**config.mk**
```make
export PLATFORM = sky130hd
export DESIGN_NAME = count_bcd_display_flat
export DESIGN_NICKNAME = d
export VERILOG_FILES = /design/src/rtl/count_bcd_display_if.sv /design/src/rtl/count_bcd_display.sv /design/src/flat_wrapper.sv
export SDC_FILE = /design/constraint.sdc
export NUM_CORES = 1
export LEC_CHECK = 0
export ABC_AREA = 1
export ABC_CLOCK_PERIOD_IN_PS = 3300
export CAP_MARGIN = 20
export CORE_MARGIN = 3
export CORE_UTILIZATION = 31
export DETAILED_ROUTE_END_ITERATION = 16
export GPL_ROUTABILITY_DRIVEN = 0
export MAX_ROUTING_LAYER = met4
export PLACE_DENSITY = 0.54
export SYNTH_ARGS = -nofsm -noshare
export SYNTH_HDL_FRONTEND = slang
export SYNTH_SLANG_ARGS = --single-unit
```
**constraint.sdc**
```tcl
create_clock -name clk -period 3.3 [get_ports clk]
set_clock_uncertainty 0.15 [all_clocks]
set_input_delay 0.66 -clock clk [delete_from_list [all_inputs] [get_ports clk]]
set_output_delay 0.66 -clock clk [all_outputs]
set_load 0.005 [all_outputs]
```
**src/rtl/count_bcd_display_if.sv**
```systemverilog
`default_nettype none
// ============================================================================
// Module   : count_bcd_display_if
// Function : Counter-value input and BCD / seven-segment display outputs.
// Revision : 1.0 - initial release
// ============================================================================
interface count_bcd_display_if;
    logic [0:6] count;
    logic [3:0] hundreds;
    logic [3:0] tens;
    logic [3:0] ones;
    logic       busy;
    logic       upd;
    logic [6:0] seg;
    logic [2:0] dig_sel;

    // master supplies the counter value, slave is the display stage
    modport master (output count, input hundreds, tens, ones, busy, upd, seg, dig_sel);
    modport slave  (input count, output hundreds, tens, ones, busy, upd, seg, dig_sel);
endinterface
`default_nettype wire

```
**src/rtl/count_bcd_display.sv**
```systemverilog
`default_nettype none
// ============================================================================
// Module   : count_bcd_display
// Function : Sequential double-dabble of a 7-bit count, muxed 7-seg display.
// Revision : 1.0 - initial release
// ============================================================================
module count_bcd_display #(
    parameter int REFRESH_CYCLES = 4,
    parameter bit SEG_ACTIVE_LOW = 1'b0
) (
    input  wire logic          clk,
    input  wire logic          rst,
    count_bcd_display_if.slave bus
);
    localparam int c_REF_W = (REFRESH_CYCLES > 1) ? $clog2(REFRESH_CYCLES) : 1;
    localparam logic [c_REF_W-1:0] c_REF_MAX = c_REF_W'(REFRESH_CYCLES - 1);

    typedef enum logic [1:0] {
        S_IDLE   = 2'd0,
        S_SHIFT  = 2'd1,
        S_UPDATE = 2'd2
    } state_t;

    state_t              r_state;
    logic [6:0]          w_bin;
    logic [6:0]          r_last_bin;
    logic [6:0]          r_sh;
    logic                r_init;
    logic [11:0]         r_bcd;
    logic [11:0]         w_adj;
    logic [2:0]          r_bit_cnt;
    logic [3:0]          r_hundreds;
    logic [3:0]          r_tens;
    logic [3:0]          r_ones;
    logic                r_busy;
    logic                r_upd;
    logic [2:0]          r_dig_sel;
    logic [c_REF_W-1:0]  r_ref_cnt;
    logic [3:0]          w_digit;
    logic                w_blank;
    logic [6:0]          w_seg;

    // count is declared [0:6]; copying it keeps count[0] as the MSB
    assign w_bin = bus.count;

    for (genvar gi = 0; gi < 3; gi++) begin : g_adj
        assign w_adj[gi*4 +: 4] = (r_bcd[gi*4 +: 4] >= 4'd5) ? r_bcd[gi*4 +: 4] + 4'd3
                                                            : r_bcd[gi*4 +: 4];
    end

    always_ff @(posedge clk or negedge rst) begin
        if (!rst) begin
            r_state    <= S_IDLE;
            r_last_bin <= 7'd0;
            r_sh       <= 7'd0;
            r_init     <= 1'b1;
            r_bcd      <= 12'd0;
            r_bit_cnt  <= 3'd0;
            r_hundreds <= 4'd0;
            r_tens     <= 4'd0;
            r_ones     <= 4'd0;
            r_busy     <= 1'b0;
            r_upd      <= 1'b0;
        end else begin
            r_upd <= 1'b0;
            case (r_state)
                S_IDLE: begin
                    if (r_init || (w_bin != r_last_bin)) begin
                        r_sh       <= w_bin;
                        r_last_bin <= w_bin;
                        r_bcd      <= 12'd0;
                        r_bit_cnt  <= 3'd0;
                        r_init     <= 1'b0;
                        r_busy     <= 1'b1;
                        r_state    <= S_SHIFT;
                    end
                end
                S_SHIFT: begin
                    r_bcd     <= {w_adj[10:0], r_sh[6]};
                    r_sh      <= {r_sh[5:0], 1'b0};
                    r_bit_cnt <= r_bit_cnt + 3'd1;
                    if (r_bit_cnt == 3'd6) begin
                        r_state <= S_UPDATE;
                    end
                end
                S_UPDATE: begin
                    r_hundreds <= r_bcd[11:8];
                    r_tens     <= r_bcd[7:4];
                    r_ones     <= r_bcd[3:0];
                    r_busy     <= 1'b0;
                    r_upd      <= 1'b1;
                    r_state    <= S_IDLE;
                end
                default: begin
                    r_busy  <= 1'b0;
                    r_state <= S_IDLE;
                end
            endcase
        end
    end

    // Digit refresh runs free of the conversion engine
    always_ff @(posedge clk or negedge rst) begin
        if (!rst) begin
            r_ref_cnt <= '0;
            r_dig_sel <= 3'b001;
        end else if (r_ref_cnt == c_REF_MAX) begin
            r_ref_cnt <= '0;
            r_dig_sel <= {r_dig_sel[1:0], r_dig_sel[2]};
        end else begin
            r_ref_cnt <= r_ref_cnt + 1'b1;
        end
    end

    always_comb begin
        w_digit = r_ones;
        w_blank = 1'b0;
        if (r_dig_sel[2]) begin
            w_digit = r_hundreds;
            w_blank = (r_hundreds == 4'd0);
        end else if (r_dig_sel[1]) begin
            w_digit = r_tens;
            w_blank = (r_hundreds == 4'd0) && (r_tens == 4'd0);
        end
        case (w_digit)
            4'd0:    w_seg = 7'h3F;
            4'd1:    w_seg = 7'h06;
            4'd2:    w_seg = 7'h5B;
            4'd3:    w_seg = 7'h4F;
            4'd4:    w_seg = 7'h66;
            4'd5:    w_seg = 7'h6D;
            4'd6:    w_seg = 7'h7D;
            4'd7:    w_seg = 7'h07;
            4'd8:    w_seg = 7'h7F;
            4'd9:    w_seg = 7'h6F;
            default: w_seg = 7'h00;
        endcase
        if (w_blank) begin
            w_seg = 7'h00;
        end
    end

    assign bus.hundreds = r_hundreds;
    assign bus.tens     = r_tens;
    assign bus.ones     = r_ones;
    assign bus.busy     = r_busy;
    assign bus.upd      = r_upd;
    assign bus.dig_sel  = r_dig_sel;
    assign bus.seg      = SEG_ACTIVE_LOW ? ~w_seg : w_seg;
endmodule
`default_nettype wire

```
**src/flat_wrapper.sv**
```systemverilog
// flat-port wrapper written by rule: the top's interface ports become plain ports
module count_bcd_display_flat 
#(
    parameter int REFRESH_CYCLES = 4,
    parameter bit SEG_ACTIVE_LOW = 1'b0
)
  (clk, rst, bus_count, bus_hundreds, bus_tens, bus_ones, bus_busy, bus_upd, bus_seg, bus_dig_sel);
  count_bcd_display_if bus_i ();
  input  wire logic clk;
  input  wire logic rst;
  input wire logic [$bits(bus_i.count)-1:0] bus_count;
  output wire logic [$bits(bus_i.hundreds)-1:0] bus_hundreds;
  output wire logic [$bits(bus_i.tens)-1:0] bus_tens;
  output wire logic [$bits(bus_i.ones)-1:0] bus_ones;
  output wire logic [$bits(bus_i.busy)-1:0] bus_busy;
  output wire logic [$bits(bus_i.upd)-1:0] bus_upd;
  output wire logic [$bits(bus_i.seg)-1:0] bus_seg;
  output wire logic [$bits(bus_i.dig_sel)-1:0] bus_dig_sel;
  assign bus_i.count = bus_count;
  assign bus_hundreds = bus_i.hundreds;
  assign bus_tens = bus_i.tens;
  assign bus_ones = bus_i.ones;
  assign bus_busy = bus_i.busy;
  assign bus_upd = bus_i.upd;
  assign bus_seg = bus_i.seg;
  assign bus_dig_sel = bus_i.dig_sel;
  count_bcd_display #(.REFRESH_CYCLES(REFRESH_CYCLES), .SEG_ACTIVE_LOW(SEG_ACTIVE_LOW)) u_core (.clk(clk), .rst(rst), .bus(bus_i));
endmodule
```
After elaboration in Yosys (flattened, before gate mapping)
Memories as Yosys holds them, arrays and structs flattened. Index checks and enable logic that the tools add are counted. Widths: inputs -> output; s select.

Add/subtract/negate cells: 5. $lt $le $gt $ge: 3. Equality and inequality tests: 7. Multiplexer cells: 21. Bitwise operators: 1. Reduce and logical (&&, ||, !) cells: 10.

Operator list (number): $pmux 12 s2 (1); $mux 4 (4); $mux 7 (2); $pmux 7 s2 (1); $ge 4x3->1 const B (3); $mux 12 (1); $add 4x2->4 const B (2); $logic_not 4->1 (2); $reduce_and 2->1 (4); $ne 7x7->1 (1); $mux 2 (3); $mux 3 (2); $pmux 3 s2 (1); $eq 2x2->1 const B (2); $mux 1 (4); $ne 2x1->1 const B (2); $pmux 2 s2 (1); $add 3x1->3 const B (1); $add 3x2->3 const B (1); $eq 3x3->1 const B (1); $add 2x1->2 const B (1); $eq 2x1->1 const B (1); $logic_not 2->1 (1); $pmux 1 s2 (1); other kinds (4) (4).

Bits in registers: 51. Memory bits (read-only): 112. Output and inout bits: 24. Memories kept: 1.

Memories: (name not given) (words 16, bits a word 7, rd ports 1, clocked after Yosys merged registers in 0, write ports 0, line count_bcd_display.sv:125) `case (w_digit)`.

Longest topological paths before layout
Gate-level depths: netlist (run 1).

Word-level depth: 5. Gate-level depth with buffers: 12. Depth with buffers taken out: 11.

Worst setup path before layout (run 1)
No wires, ideal clock.

Kind: reg2out. Start point: register u_core.r_dig_sel[1], in the netlist u_core.bus.dig_sel[1]. End point: output port bus_seg[5]. Arrival: 1.415 ns. Required time: 2.490 ns. Slack: 1.075 ns. Cell stages (with the launch flop): 8. Path buffers: 0. Path through: dfrtp_1 > o211ai_1 > and2_1 > inv_1 > ha_1 > o21ai_0 > a21oi_1 > nor2_1.

Longest elaborated chain between the ends: 4.

Ends and longest elaborated chain: start, declared (line count_bcd_display.sv:37) `logic [2:0] r_dig_sel;`; start signal, assigned (line count_bcd_display.sv:109) `r_dig_sel <= {r_dig_sel[1:0], r_dig_sel[2]};`; $mux 4 (line count_bcd_display.sv:121) `end else if (r_dig_sel[1]) begin`; $mux 4 (line count_bcd_display.sv:118) `if (r_dig_sel[2]) begin`; $mem_v2 16x7; $mux 7 (*) (line count_bcd_display.sv:138) `if (w_blank) begin`; end, declared (line flat_wrapper.sv:17) `output wire logic [$bits(bus_i.seg)-1:0] bus_seg;`.

Mark *: on every way between the ends. The rest lies on a longest branch, timed or not.

Worst setup path in the final report (run 1)
Start point: register u_core.r_dig_sel[2], in the netlist u_core.bus.dig_sel[2]. End point: output port bus_seg[3].

Longest elaborated chain between the ends: 3.

Ends and longest elaborated chain (line): $mux 4 (count_bcd_display.sv:118); $mem_v2 16x7; $mux 7 (*) (count_bcd_display.sv:138).

Marks and branches as above.

==> impl_results.md, run 1 <==
- Run status: complete, no violations
- CTS tree: yes
- Worst path slowest cell: clkdlybuf4s50_1
- H-Tree Depth: 2
- Pins Over Slew Limit: 0
- Post-Syn Area: 2720 um^2
- Initial core utilization: 0.3245
- Max Freq: 0.3192 GHz
- # port buffers: 32
- Sequential share of the synthesized area: 0.4701
- Actual slew at the worst max-slew pin: 0.5022 ns
- I/O pin count: 33
- Max-cap violations: 0
- Worst-path cell chain: inv_2 -> o211ai_1 -> and2_2 -> ha_1 -> inv_1 -> nor2_1 -> nor2_1 -> nor2_1 -> clkdlybuf4s50_1
- WL per Instance: 11.08 um
- Post-Syn Instances: 352
- Via count: 2,212
- Core Rows: 33
- Core Box Area: 8382 um^2
- Final wirelength: 5450 um
- Grt total ovfl: 0
- Hold_buf cts: 0
- Vias in the first global route: 2,169
- CP max stage delay: 0.50 ns
- Gr usage total: 0.1215
- Clock transition at path regs: 0.10 ns
- Root Buffer: clkbuf_8
- CTS buffer count: 5
- Net count after synthesis: 375
- Post-route cell area: 3286 um^2
- # DRC: 0
- Starting DRT DRC Count: 78
- Unrepaired setup endpoints after global routing: yes
- Fillcell total: 903
- Antenna violations before repair: 0
- Final std cells w/o fill: 492
- CP Max Fanout: 9
- Hold Path Class: in2async
- Syn Area/Cell: 7.728 um^2
- Worst skew pair latency: 0.30 ns
- YS warnings: 0
- Placed insts: 484
- Leak Pwr: 0.001655 uW
- Number of synthesized register bits: 51
- Drt pass-1 iters: 4
- Largest net degree at the start of global routing: 29
- Via/cell ratio: 4.496
- Setup violators final: 0
- Unique masters post-synth: 24
- Slew HR: 0.6649
- Fin crit period: 3.133 ns
- CP startpoint kind: flip-flop
- Layout cells sized above 1: 0.08010
- Crit path arrival time: 2.32 ns
- Die H: 99.67 um
- Clk sinks: 51
- Crit end category: output port
- Diodes inserted: 0
- # resized after CTS: 0
- Design Power: 3104 uW
- WS Path Type: reg2out
- Worst Path Required: 2.49 ns
- Most frequent cells in the layout: nand2_1 (107), dfrtp_1 (48), inv_1 (41)
- Final ANT Viol Nets: 0
- Die area: 9934 um^2
- First-pass GRT wire length: 9887 um
- Power Dens Cells: 944.7 nW/um^2
- Peak VDD IR: 0.4089 mV
- Final Hold Vio Count: 0
- Area Growth Syn to Fin: 20.79%
- Die Wd: 99.67 um
- Most used cell, CP: nor2_1
- Post-DP HPWL: 4048 um
- Final worst-path cycle share: 0.9493
- Post-layout net count: 409
- Worst path buffer plus inverter count: 3
- Commonest non-fill, non-tap cell in the layout: nand2_1
- Delay-heaviest family, CP: buffers and inverters
- DP Area: 3141 um^2
- Setup Fix Bufs, Post-CTS: 0
- Clock buffer depth: 2
==> path summary, 6_finish.rpt <==
| path | end | slack [ns] | from | cells past startpoint |
|---|---|---|---|---|
| hold reg to reg | u_core.r_ref_cnt[0] | 0.28 | u_core.r_ref_cnt[0] | 1 |
| min in group clk | u_core.r_ref_cnt[0] | 0.28 | u_core.r_ref_cnt[0] | 1 |
| setup reg to reg | u_core.r_sh[5] | 1.56 | u_core.r_last_bin[4] | 11 |
| hold / removal | u_core.bus.upd | 0.19 | rst | 2 |
| max in group asynchronous | u_core.bus.dig_sel[0] | 2.48 | rst | 2 |
| setup / recovery | bus_seg[3] | 0.17 | u_core.bus.dig_sel[2] | 9 |
==> synth_stat cells <==
library cell	number	share of area
ha_1	14	0.064
dfstp_2	2	0.019
dfrtp_1	49	0.45
o21ai_0	40	0.074
nand3_2	1	0.0037
nand3_1	26	0.048
and2_1	1	0.0023
inv_2	6	0.0083
or2_2	1	0.0023
buf_6	3	0.012
clkbuf_1	4	0.0055
o21ai_1	2	0.0037
nor3_1	1	0.0018
o21ai_4	1	0.0060
inv_1	41	0.057
nand2_1	107	0.15
nor2_1	27	0.037
xor2_1	3	0.0097
o211ai_1	1	0.0028
o21a_2	1	0.0032
nor4_1	2	0.0046
buf_2	3	0.0055
a21oi_1	13	0.024
nand2_2	3	0.0069
==> state kept, by name, summed over array words and instances, names as in the netlist <==
| register | flops |
|---|---|
| u_core.bus.dig_sel | 3 |
| u_core.r_init | 1 |
| u_core.bus.tens | 4 |
| u_core.r_state | 2 |
| u_core.bus.hundreds | 4 |
| u_core.bus.ones | 4 |
| u_core.bus.upd | 1 |
| u_core.r_sh | 7 |
| u_core.r_last_bin | 7 |
| u_core.r_bit_cnt | 3 |
| u_core.bus.busy | 1 |
| u_core.r_bcd | 12 |
| u_core.r_ref_cnt | 2 |
==> where the power goes <==
part           leakage, uW  internal (uW)  total, uW  switching (uW)
combinational     0.000959            692       1490             802
sequential        0.000631            877       1100             220
clock            0.0000644            302        513             211
==> routing by layer <==
layer,vias up,wire length [um],global-route usage
met5,-,0,-
met4,0,23,0.01891
met3,4,228,0.02244
met2,36,2435,0.1950
met1,996,2763,0.1636
li1,1176,-,-
==> area by class of cell <==
class | instances | area, um^2 | share of cell area
flip-flops and latches | 51 | 1280 | 0.3896
well taps | 105 | 131.4 | 0.03998
repair buffers | 37 | 352.8 | 0.1074
multi-input cells | 244 | 1209 | 0.3679
clock inverters | 3 | 67.56 | 0.02056
clock buffers | 5 | 68.82 | 0.02094
inverters | 47 | 176.4 | 0.05369
==> logic make-up (layout without fill, tap and decap cells) <==
family                     after synthesis  in the layout  share of synthesized area
DFF                                     51             51                     0.4701
adders and majority gates               14             14                    0.06440
buffers and inverters                   57             92                    0.08831
xor gates and xnor gates                 3              3                   0.009661
AOI/OAI and AO/OA                       58             58                     0.1132
and+or+nand+nor                        169            169                     0.2544
==> stage by stage <==
step	setup TNS [ns]	hold WS, ns	setup slack, ns	util
after floorplan	0	0.2144	1.075	-
after global placement	0	0.2645	0.5286	0.3747
after detailed placement	0	0.2782	0.4435	0.3747
after CTS	0	0.1852	0.09215	0.3910
after global routing	-0.009714	0.1981	-0.009714	0.3920
final	0	0.1859	0.1672	0.3920
==> worst reg2reg max path, delay by kind of cell (launching register included) <==
family,cells,cell delay [ns]
buffers and inverters,3,0.35
and+or+nand+nor,8,0.81
DFF,1,0.39
(Power assumes the default switching activity.)
==> run 2: changes to the inputs <==
Settings changed: CORE_MARGIN 3 to 2.
==> impl_results.md, run 2 (synthesized netlist as in run 1, its figures left out) <==
- GRT Max-Usage Layer: met2 (unchanged)
- Sw Ratio: 0.3918 (was 0.3970)
- Final setup TNS: 0 ns (unchanged)
- WS Path Type: reg2out (unchanged)
- CP max stage delay: 0.50 ns (about the same)
- Clock buffer depth: 2 (unchanged)
- Pins Over Slew Limit: 0 (unchanged)
- Core Rows: 34 (was 33)
- Unrepaired setup endpoints after global routing: no (was yes)
- Hold Path Class: reg2reg (was in2async)
- Slew HR: 0.5742 (was 0.6649)
- Worst-path cell chain: inv_2 -> o211ai_1 -> and2_2 -> ha_1 -> inv_1 -> nor2_1 -> nor2_1 -> nor2_1 -> clkdlybuf4s50_1 (unchanged)
- Gate power share: 0.480 (was 0.481)
- Grt met3 use: 0.03094 (was 0.02244)
- Crit end category: output port (unchanged)
- Hold_buf cts: 0 (unchanged)
- Antenna violations before repair: 0 (unchanged)
- Area Growth Syn to Fin: 20.29% (was 20.79%)
- Via/cell ratio: 4.429 (was 4.496)
- Top Registers: u_core.r_bcd x12, u_core.r_last_bin x7, u_core.r_sh x7 (unchanged)
- Layout cells sized above 1: 0.07513 (was 0.08010)
- # DRC: 0 (unchanged)
- Most used cell, CP: nor2_1 (unchanged)
- Largest net degree at the start of global routing: 52 (was 29)
- Register name with the most flops: u_core.r_bcd (unchanged)
- CP startpoint kind: flip-flop (unchanged)
- Final wirelength: 5332 um (was 5450 um)
- Initial core utilization: 0.3165 (was 0.3245)
- Met1 usage in global routing: 0.1526 (was 0.1636)
- Root Buffer: clkbuf_8 (unchanged)
- Diodes inserted: 0 (unchanged)
- Fin crit period: 3.111 ns (was 3.133 ns)
- Clock transition at path regs: 0.09 ns (was 0.10 ns)
- Fillcell total: 905 (was 903)
- Post-layout net count: 408 (was 409)
- Grt total ovfl: 0 (unchanged)
- Actual slew at the worst max-slew pin: 0.6387 ns (was 0.5022 ns)
- Clk sinks: 51 (unchanged)
- Die Wd: 97.67 um (was 99.67 um)
- Most frequent cells in the layout: nand2_1 (107), dfrtp_1 (48), inv_1 (41) (unchanged)
- Worst Path Required: 2.49 ns (about the same)
- WL per Instance: 10.79 um (was 11.08 um)
- First-pass GRT wire length: 9425 um (was 9887 um)
- CP Max Fanout: 9 (unchanged)
- H-Tree Depth: 2 (unchanged)
- Leak Pwr: 0.001650 uW (was 0.001655 uW)
- I/O pin count: 33 (unchanged)
- Sequential power share: 0.357 (was 0.353)
- Worst path slowest cell: clkdlybuf4s50_1 (unchanged)
- Power Dens Cells: 937.2 nW/um^2 (was 944.7 nW/um^2)
- Core Box Area: 8593 um^2 (was 8382 um^2)
- Via count: 2,188 (was 2,212)
- M2 GR Usage: 0.1984 (was 0.1950)
- Max Freq: 0.3215 GHz (was 0.3192 GHz)
- WHS: 0.2818 ns (was 0.1859 ns)
- Final worst-path cycle share: 0.9426 (was 0.9493)
- Max FFs per register: 12 (unchanged)
- Gr usage total: 0.1213 (was 0.1215)
- Commonest non-fill, non-tap cell in the layout: nand2_1 (unchanged)
- Drt pass-1 iters: 4 (unchanged)
- Crit path arrival time: 2.30 ns (was 2.32 ns)
- Pint: 1865 uW (was 1872 uW)
- P_sw: 1201 uW (was 1232 uW)
- Max-cap violations: 0 (unchanged)
- Final Hold Vio Count: 0 (unchanged)
- Post-DP HPWL: 3839 um (was 4048 um)
- Run status: complete, no violations (unchanged)
- Starting DRT DRC Count: 187 (was 78)
- Die area: 9539 um^2 (was 9934 um^2)
- Worst skew pair latency: 0.30 ns (about the same)
- Die H: 97.67 um (was 99.67 um)
- Final ANT Viol Nets: 0 (unchanged)
- CTS tree: yes (unchanged)
- CTS buffer count: 5 (unchanged)
- # port buffers: 32 (unchanged)
- Peak VDD IR: 0.3927 mV (was 0.4089 mV)
- Clk pwr share: 0.164 (was 0.165)
- Setup violators final: 0 (unchanged)
- Vias in the first global route: 2,072 (was 2,169)
run 2: cell types whose count changed in the layout (fill, tap and decap cells not counted), sizes merged:
cell / previous run / this run
buf: 6 / 5
clkbuf: 5 / 6
clkinvlp: 1 / 0
run 2: worst max-delay path, delay by kind of cell (launching register included):
| family | cells | cell delay (ns) |
|---|---|---|
| buf+inv | 3 | 0.71 |
| simple gates | 4 | 0.49 |
| fa+ha+maj | 1 | 0.28 |
| compound gates | 1 | 0.11 |
| flops | 1 | 0.42 |
run 2: what timing repair did:
item | in CTS | in global routing
setup buffers | 0 | 0
resized for setup | 0 | 2
setup endpoints to repair | 0 | 3
run 2: metal layers:
metal | routed length, um | share of wire | vias to the layer above
met5 | 0 | 0 | -
met4 | 24 | 0.0045 | 0
met3 | 226 | 0.042 | 2
met2 | 2387 | 0.45 | 38
met1 | 2693 | 0.51 | 971
li1 | - | - | 1177
run 2: power by group through the flow:
stage	clock [uW]	sequential [uW]	combinational, uW
6_report	502	1090	1470
5_1_grt	544	1130	1730
4_1_cts	520	1090	1500
3_5_place_dp	0	1100	1500
3_3_place_gp	0	1110	1470
2_1_floorplan	0	1060	1000
run 2: per-stage QoR:
stage,setup slack [ns],instances,power [uW],instance area [um^2],utilization
3_3_place_gp,0.5429,486,2572,3137,0.3650
3_5_place_dp,0.4787,486,2601,3137,0.3650
6_report,0.1895,494,3066,3272,0.3808
2_1_floorplan,1.075,352,2059,2720,-
5_1_grt,0.0005234,494,3405,3272,0.3808
4_1_cts,0.1501,494,3113,3269,0.3805
run 2: area by class of cell:
cell class                      instances  area [um^2]  share of cell area
Clock buffer                            6        72.57             0.02218
Clock inverter                          2        60.06             0.01836
Inverter                               47        176.4             0.05392
Multi-Input combinational cell        244         1202              0.3675
Sequential cell                        51         1280              0.3912
Tap cell                              108        135.1             0.04130
Timing Repair Buffer                   36        345.3              0.1055
run 2: worst paths after layout:
path,cells after the start,slack [ns],start,to
worst max-delay path,9,0.19,u_core.bus.dig_sel[2],bus_seg[3]
worst min-delay path,1,0.28,u_core.r_ref_cnt[0],u_core.r_ref_cnt[0]
worst max register to register,10,1.55,u_core.r_last_bin[5],u_core.r_last_bin[1]
worst min register to register,1,0.28,u_core.r_ref_cnt[0],u_core.r_ref_cnt[0]
max in group asynchronous,2,2.23,rst,u_core.bus.dig_sel[1]
min in group asynchronous,2,0.32,rst,u_core.bus.hundreds[3]
==> run 3: changes to the inputs <==
Settings changed: CORE_MARGIN 2 to unset.
==> impl_results.md, run 3 (synthesized netlist as in run 1, its figures left out) <==
- Run status: complete, no violations (unchanged)
- Vias in the first global route: 2,097 (was 2,072)
- Worst Path Required: 2.49 ns (about the same)
- CTS tree: yes (unchanged)
- Die area: 9153 um^2 (was 9539 um^2)
- CP Max Fanout: 9 (unchanged)
- Final Hold Vio Count: 0 (unchanged)
- Largest net degree at the start of global routing: 36 (was 52)
- Area Growth Syn to Fin: 19.09% (was 20.29%)
- Grt total ovfl: 0 (unchanged)
- Post-layout util: 0.3884 (was 0.3808)
- Core Box Area: 8341 um^2 (was 8593 um^2)
- Most frequent cells in the layout: nand2_1 (107), dfrtp_1 (48), inv_1 (40) (was nand2_1 (107), dfrtp_1 (48), inv_1 (41))
- Top Registers: u_core.r_bcd x12, u_core.r_last_bin x7, u_core.r_sh x7 (unchanged)
- Peak VDD IR: 0.2667 mV (was 0.3927 mV)
- Max FFs per register: 12 (unchanged)
- Via count: 2,245 (was 2,188)
- Worst skew pair latency: 0.30 ns (about the same)
- Worst path slowest cell: clkdlybuf4s50_1 (unchanged)
- Leak Pwr: 0.001634 uW (was 0.001650 uW)
- Reg2Reg Depth: 10 (unchanged)
- Setup Fix Bufs, Post-CTS: 0 (unchanged)
- CP startpoint kind: flip-flop (unchanged)
- Worst r2r dst: u_core.r_sh[2] (was u_core.r_last_bin[1])
- Diodes inserted: 0 (unchanged)
- I/O pin count: 33 (unchanged)
- # port buffers: 32 (unchanged)
- Slew HR: 0.6824 (was 0.5742)
- Unrepaired setup endpoints after global routing: no (unchanged)
- Register area: 1280 um^2 (unchanged)
- Final ANT Viol Nets: 0 (unchanged)
- Fin crit period: 3.109 ns (was 3.111 ns)
- Commonest non-fill, non-tap cell in the layout: nand2_1 (unchanged)
- First-pass GRT wire length: 9542 um (was 9425 um)
- Fillcell total: 861 (was 905)
- CTS buffer count: 5 (unchanged)
- Final setup TNS: 0 ns (unchanged)
- Actual slew at the worst max-slew pin: 0.4759 ns (was 0.6387 ns)
- Crit end category: output port (unchanged)
- H-Tree Depth: 2 (unchanged)
- Most used cell, CP: nor2_1 (unchanged)
- # DRC: 0 (unchanged)
- Max Freq: 0.3217 GHz (was 0.3215 GHz)
- Via/cell ratio: 4.572 (was 4.429)
- Final worst-path cycle share: 0.9420 (was 0.9426)
- Register name with the most flops: u_core.r_bcd (unchanged)
- Die Wd: 95.67 um (was 97.67 um)
- Multi-input gate area: 1202 um^2 (unchanged)
- Core Rows: 33 (was 34)
- Setup violators final: 0 (unchanged)
- Power Dens Cells: 917.9 nW/um^2 (was 937.2 nW/um^2)
- Antenna violations before repair: 0 (unchanged)
- Starting DRT DRC Count: 94 (was 187)
- Post-DP HPWL: 4020 um (was 3839 um)
- Crit path arrival time: 2.30 ns (about the same)
- WL per Instance: 11.28 um (was 10.79 um)
- Gr usage total: 0.1392 (was 0.1213)
- WS Path Type: reg2out (unchanged)
- Hold Path Class: in2async (was reg2reg)
- Worst R2R Start: u_core.r_last_bin[2] (was u_core.r_last_bin[5])
- Clock buffer depth: 2 (unchanged)
- Pins Over Slew Limit: 0 (unchanged)
- Drt pass-1 iters: 4 (unchanged)
- WHS: 0.1285 ns (was 0.2818 ns)
- Die H: 95.67 um (was 97.67 um)
- Clk sinks: 51 (unchanged)
- Post-layout net count: 408 (unchanged)
- Max-cap violations: 0 (unchanged)
- CP max stage delay: 0.50 ns (about the same)
- Worst-path cell chain: inv_2 -> o211ai_1 -> and2_2 -> ha_1 -> inv_1 -> nor2_1 -> nor2_1 -> nor2_1 -> clkdlybuf4s50_1 (unchanged)
- Clock transition at path regs: 0.09 ns (about the same)
- Final wirelength: 5539 um (was 5332 um)
- Root Buffer: clkbuf_8 (unchanged)
- Initial core utilization: 0.3261 (was 0.3165)
- Flop2flop setup slack: 1.59 ns (was 1.55 ns)
- Layout cells sized above 1: 0.08031 (was 0.07513)
[run 3: cell types whose count changed in the layout (fill, tap and decap cells not counted), sizes merged]
cell / delta
clkbuf: +1
bufinv: -2
clkinvlp: +1
[run 3: worst max-delay path: cells and delay by family, from the launching register on]
family | cells | cell delay [ns]
and+or+nand+nor | 4 | 0.49
adders and majority gates | 1 | 0.28
DFF | 1 | 0.42
AOI/OAI and AO/OA | 1 | 0.11
buffers and inverters | 3 | 0.71
[run 3: layout make-up]
cell class                      instances  area share
Sequential cell                        51      0.3951
Multi-Input combinational cell        244      0.3712
Timing Repair Buffer                   36      0.1066
Inverter                               47     0.05446
Tap cell                              105     0.04056
Clock buffer                            7     0.02974
Clock inverter                          1    0.002317
[run 3: report_power, final]
part           total [uW]  switching, uW  internal [uW]
combinational        1480            792            687
sequential           1100            221            877
clock                 396            205            191
total                2970           1220           1750
[run 3: worst max path at each step]
stage,startpoint,to,slack [ns]
2_1_floorplan,u_core.bus.dig_sel[1],bus_seg[5],1.07
3_3_place_gp,u_core.bus.dig_sel[1],bus_seg[6],0.54
3_5_place_dp,u_core.bus.dig_sel[1],bus_seg[5],0.44
4_1_cts,u_core.bus.dig_sel[1],bus_seg[5],0.1
5_1_grt,u_core.bus.dig_sel[2],bus_seg[3],0.005
6_report,u_core.bus.dig_sel[2],bus_seg[3],0.19
[run 3: repair_timing]
| item | in CTS | in global routing |
|---|---|---|
| endpoints found under the setup margin | 0 | 5 |
| hold buffers | 0 | 0 |
| gates resized for setup | 0 | 4 |
[run 3: stage by stage]
stage               setup slack, ns  instances  total power (uW)  cell area (um^2)
floorplan                     1.075        352              2059              2720
global placement             0.5363        483              2570              3133
detailed placement           0.4368        483              2605              3133
CTS                         0.09945        491              3013              3237
global route               0.004648        491              3308              3239
finish                       0.1912        491              2973              3239
[run 3: metal layers]
metal / track usage / vias up / wire (um)
met4: 0.04229 / 0 / 57
met5: - / - / 0
met2: 0.2304 / 47 / 2543
li1: - / 1170 / -
met1: 0.1722 / 1024 / 2675
met3: 0.02632 / 4 / 262
==> RTL change: new RTL, flow settings as in run 2 <==
`REFRESH_CYCLES` is set to 4 in 2 places; all go to 2.
--- a/src/rtl/count_bcd_display.sv
+++ b/src/rtl/count_bcd_display.sv
@@ -7,3 +7,3 @@
 module count_bcd_display #(
-    parameter int REFRESH_CYCLES = 4,
+    parameter int REFRESH_CYCLES = 2,
     parameter bit SEG_ACTIVE_LOW = 1'b0
--- a/src/flat_wrapper.sv
+++ b/src/flat_wrapper.sv
@@ -3,3 +3,3 @@
 #(
-    parameter int REFRESH_CYCLES = 4,
+    parameter int REFRESH_CYCLES = 2,
     parameter bit SEG_ACTIVE_LOW = 1'b0
Check against the original RTL: not equivalent (a bounded check fails within 4 cycles, from zero or initial values and one cycle with rst low).
==> RTL change against run 2 <==
Count of clock-buffer cells in the layout down 1; power up 0.64%; first-iteration DRC count decreased by 68%; critical path depth unchanged; maximum frequency is 0.15% lower; synthesized area rose by 3.1%; setup slack got worse by 4.8 ps; largest power group unchanged; utilization shrank 0.24 points; highest routed layer unchanged; wire length increased by 5.7%; die area grew 3.0%; cell area grew 1.3%; sequential cell count shrank 1.
==> RTL change: results <==
group,metric,value,unit
placed_design,placed_area,3200,sq um
sta,layout_min_cycle_time,3120,ps
synth,yosys_most_used_dff,"dfrtp_1",
synth,netlist_top_cells_area,"dfrtp_1 (43%), nand2_1 (14%), nand3_2 (6.4%)",
synth,netlist-cell-type-count,26,
synth,synthMuxAreaShare,0,%
power,p_leak,1.62,nW
worst_setup_path,reg2reg_to,"u_core.r_bcd[11]$_DFFE_PN0P_",
detailed_routing,wl_per_cell,11.5,um
synth,synthTopCellsByCount,"nand2_1 (107), dfrtp_1 (48), inv_1 (37)",
grt,grt_max_degree,32,
grt,grt.total_usage,12.4,%
worst_setup_path,rr_startpoint,"u_core.r_last_bin[0]$_DFFE_PN0P_",
power,switching_share,41.7,%
power,comb_cell_power,0.00155,W
synth,syn_avg_cell_area,8.03,sq um
finish,final_cells,492,
finish,nNetsFinal,405,
outcome,status,"complete, no violations",
grt,grt_pass1_wl,9690,um
synth,synth.net_count,371,
sta,hold_ws,166,ps
grt,grt_pass1_vias,2085,
finish,drive_above_1_share,14.1,%
worst_hold_path,hp-class,"in2async",
cts,cts_buffer_depth,2,
detailed_routing,via_count,2232,
sta,slew_headroom,63.6,%
synth,synth_fa_ha_area_share,5.80,%
placed_design,dp_hpwl,4130,um
synth,seq_area_frac_synth,44.7,%
power,power,0.00309,W
placed_design,dp.cells,484,
worst_setup_path,rrSetupSlack,1550,ps
power,p_seq,0.00110,W
placed_design,dp_slack,489,ps
detailed_routing,drt_iter0_markers,59,
synth,synth_xor_area_share,0.937,%
synth,synth_compound_area_share,11.0,%
==> RTL change: cell type report <==
class / instances / area, sq um
Fill cell: 933 / 5450
Multi-Input combinational cell: 242 / 1280
Sequential cell: 50 / 1250
Timing Repair Buffer: 37 / 353
Inverter: 47 / 176
Tap cell: 108 / 135
Clock buffer: 5 / 68.8
Clock inverter: 3 / 45.0
==> RTL change: layer usage <==
metal | track usage, % | up-vias | routed length (um)
li1 | - | 1168 | -
met1 | 15.7 | 1020 | 2620
met2 | 20.3 | 38 | 2710
met3 | 2.46 | 6 | 243
met4 | 3.16 | 0 | 62
met5 | - | - | 0
==> RTL change: kinds of logic (layout without fill, tap and decap cells) <==
family                     Yosys count  after routing
AOI/OAI and AO/OA                   58             58
adders and majority gates           13             13
xor gates and xnor gates             3              3
buffers and inverters               57             92
and+or+nand+nor                    168            168
DFF                                 50             50
==> RTL change: repair_timing <==
action | 4_1_cts | 5_1_grt
endpoints found under the setup margin | 0 | 5
gates resized for setup | 0 | 1
hold buffers | 0 | 0
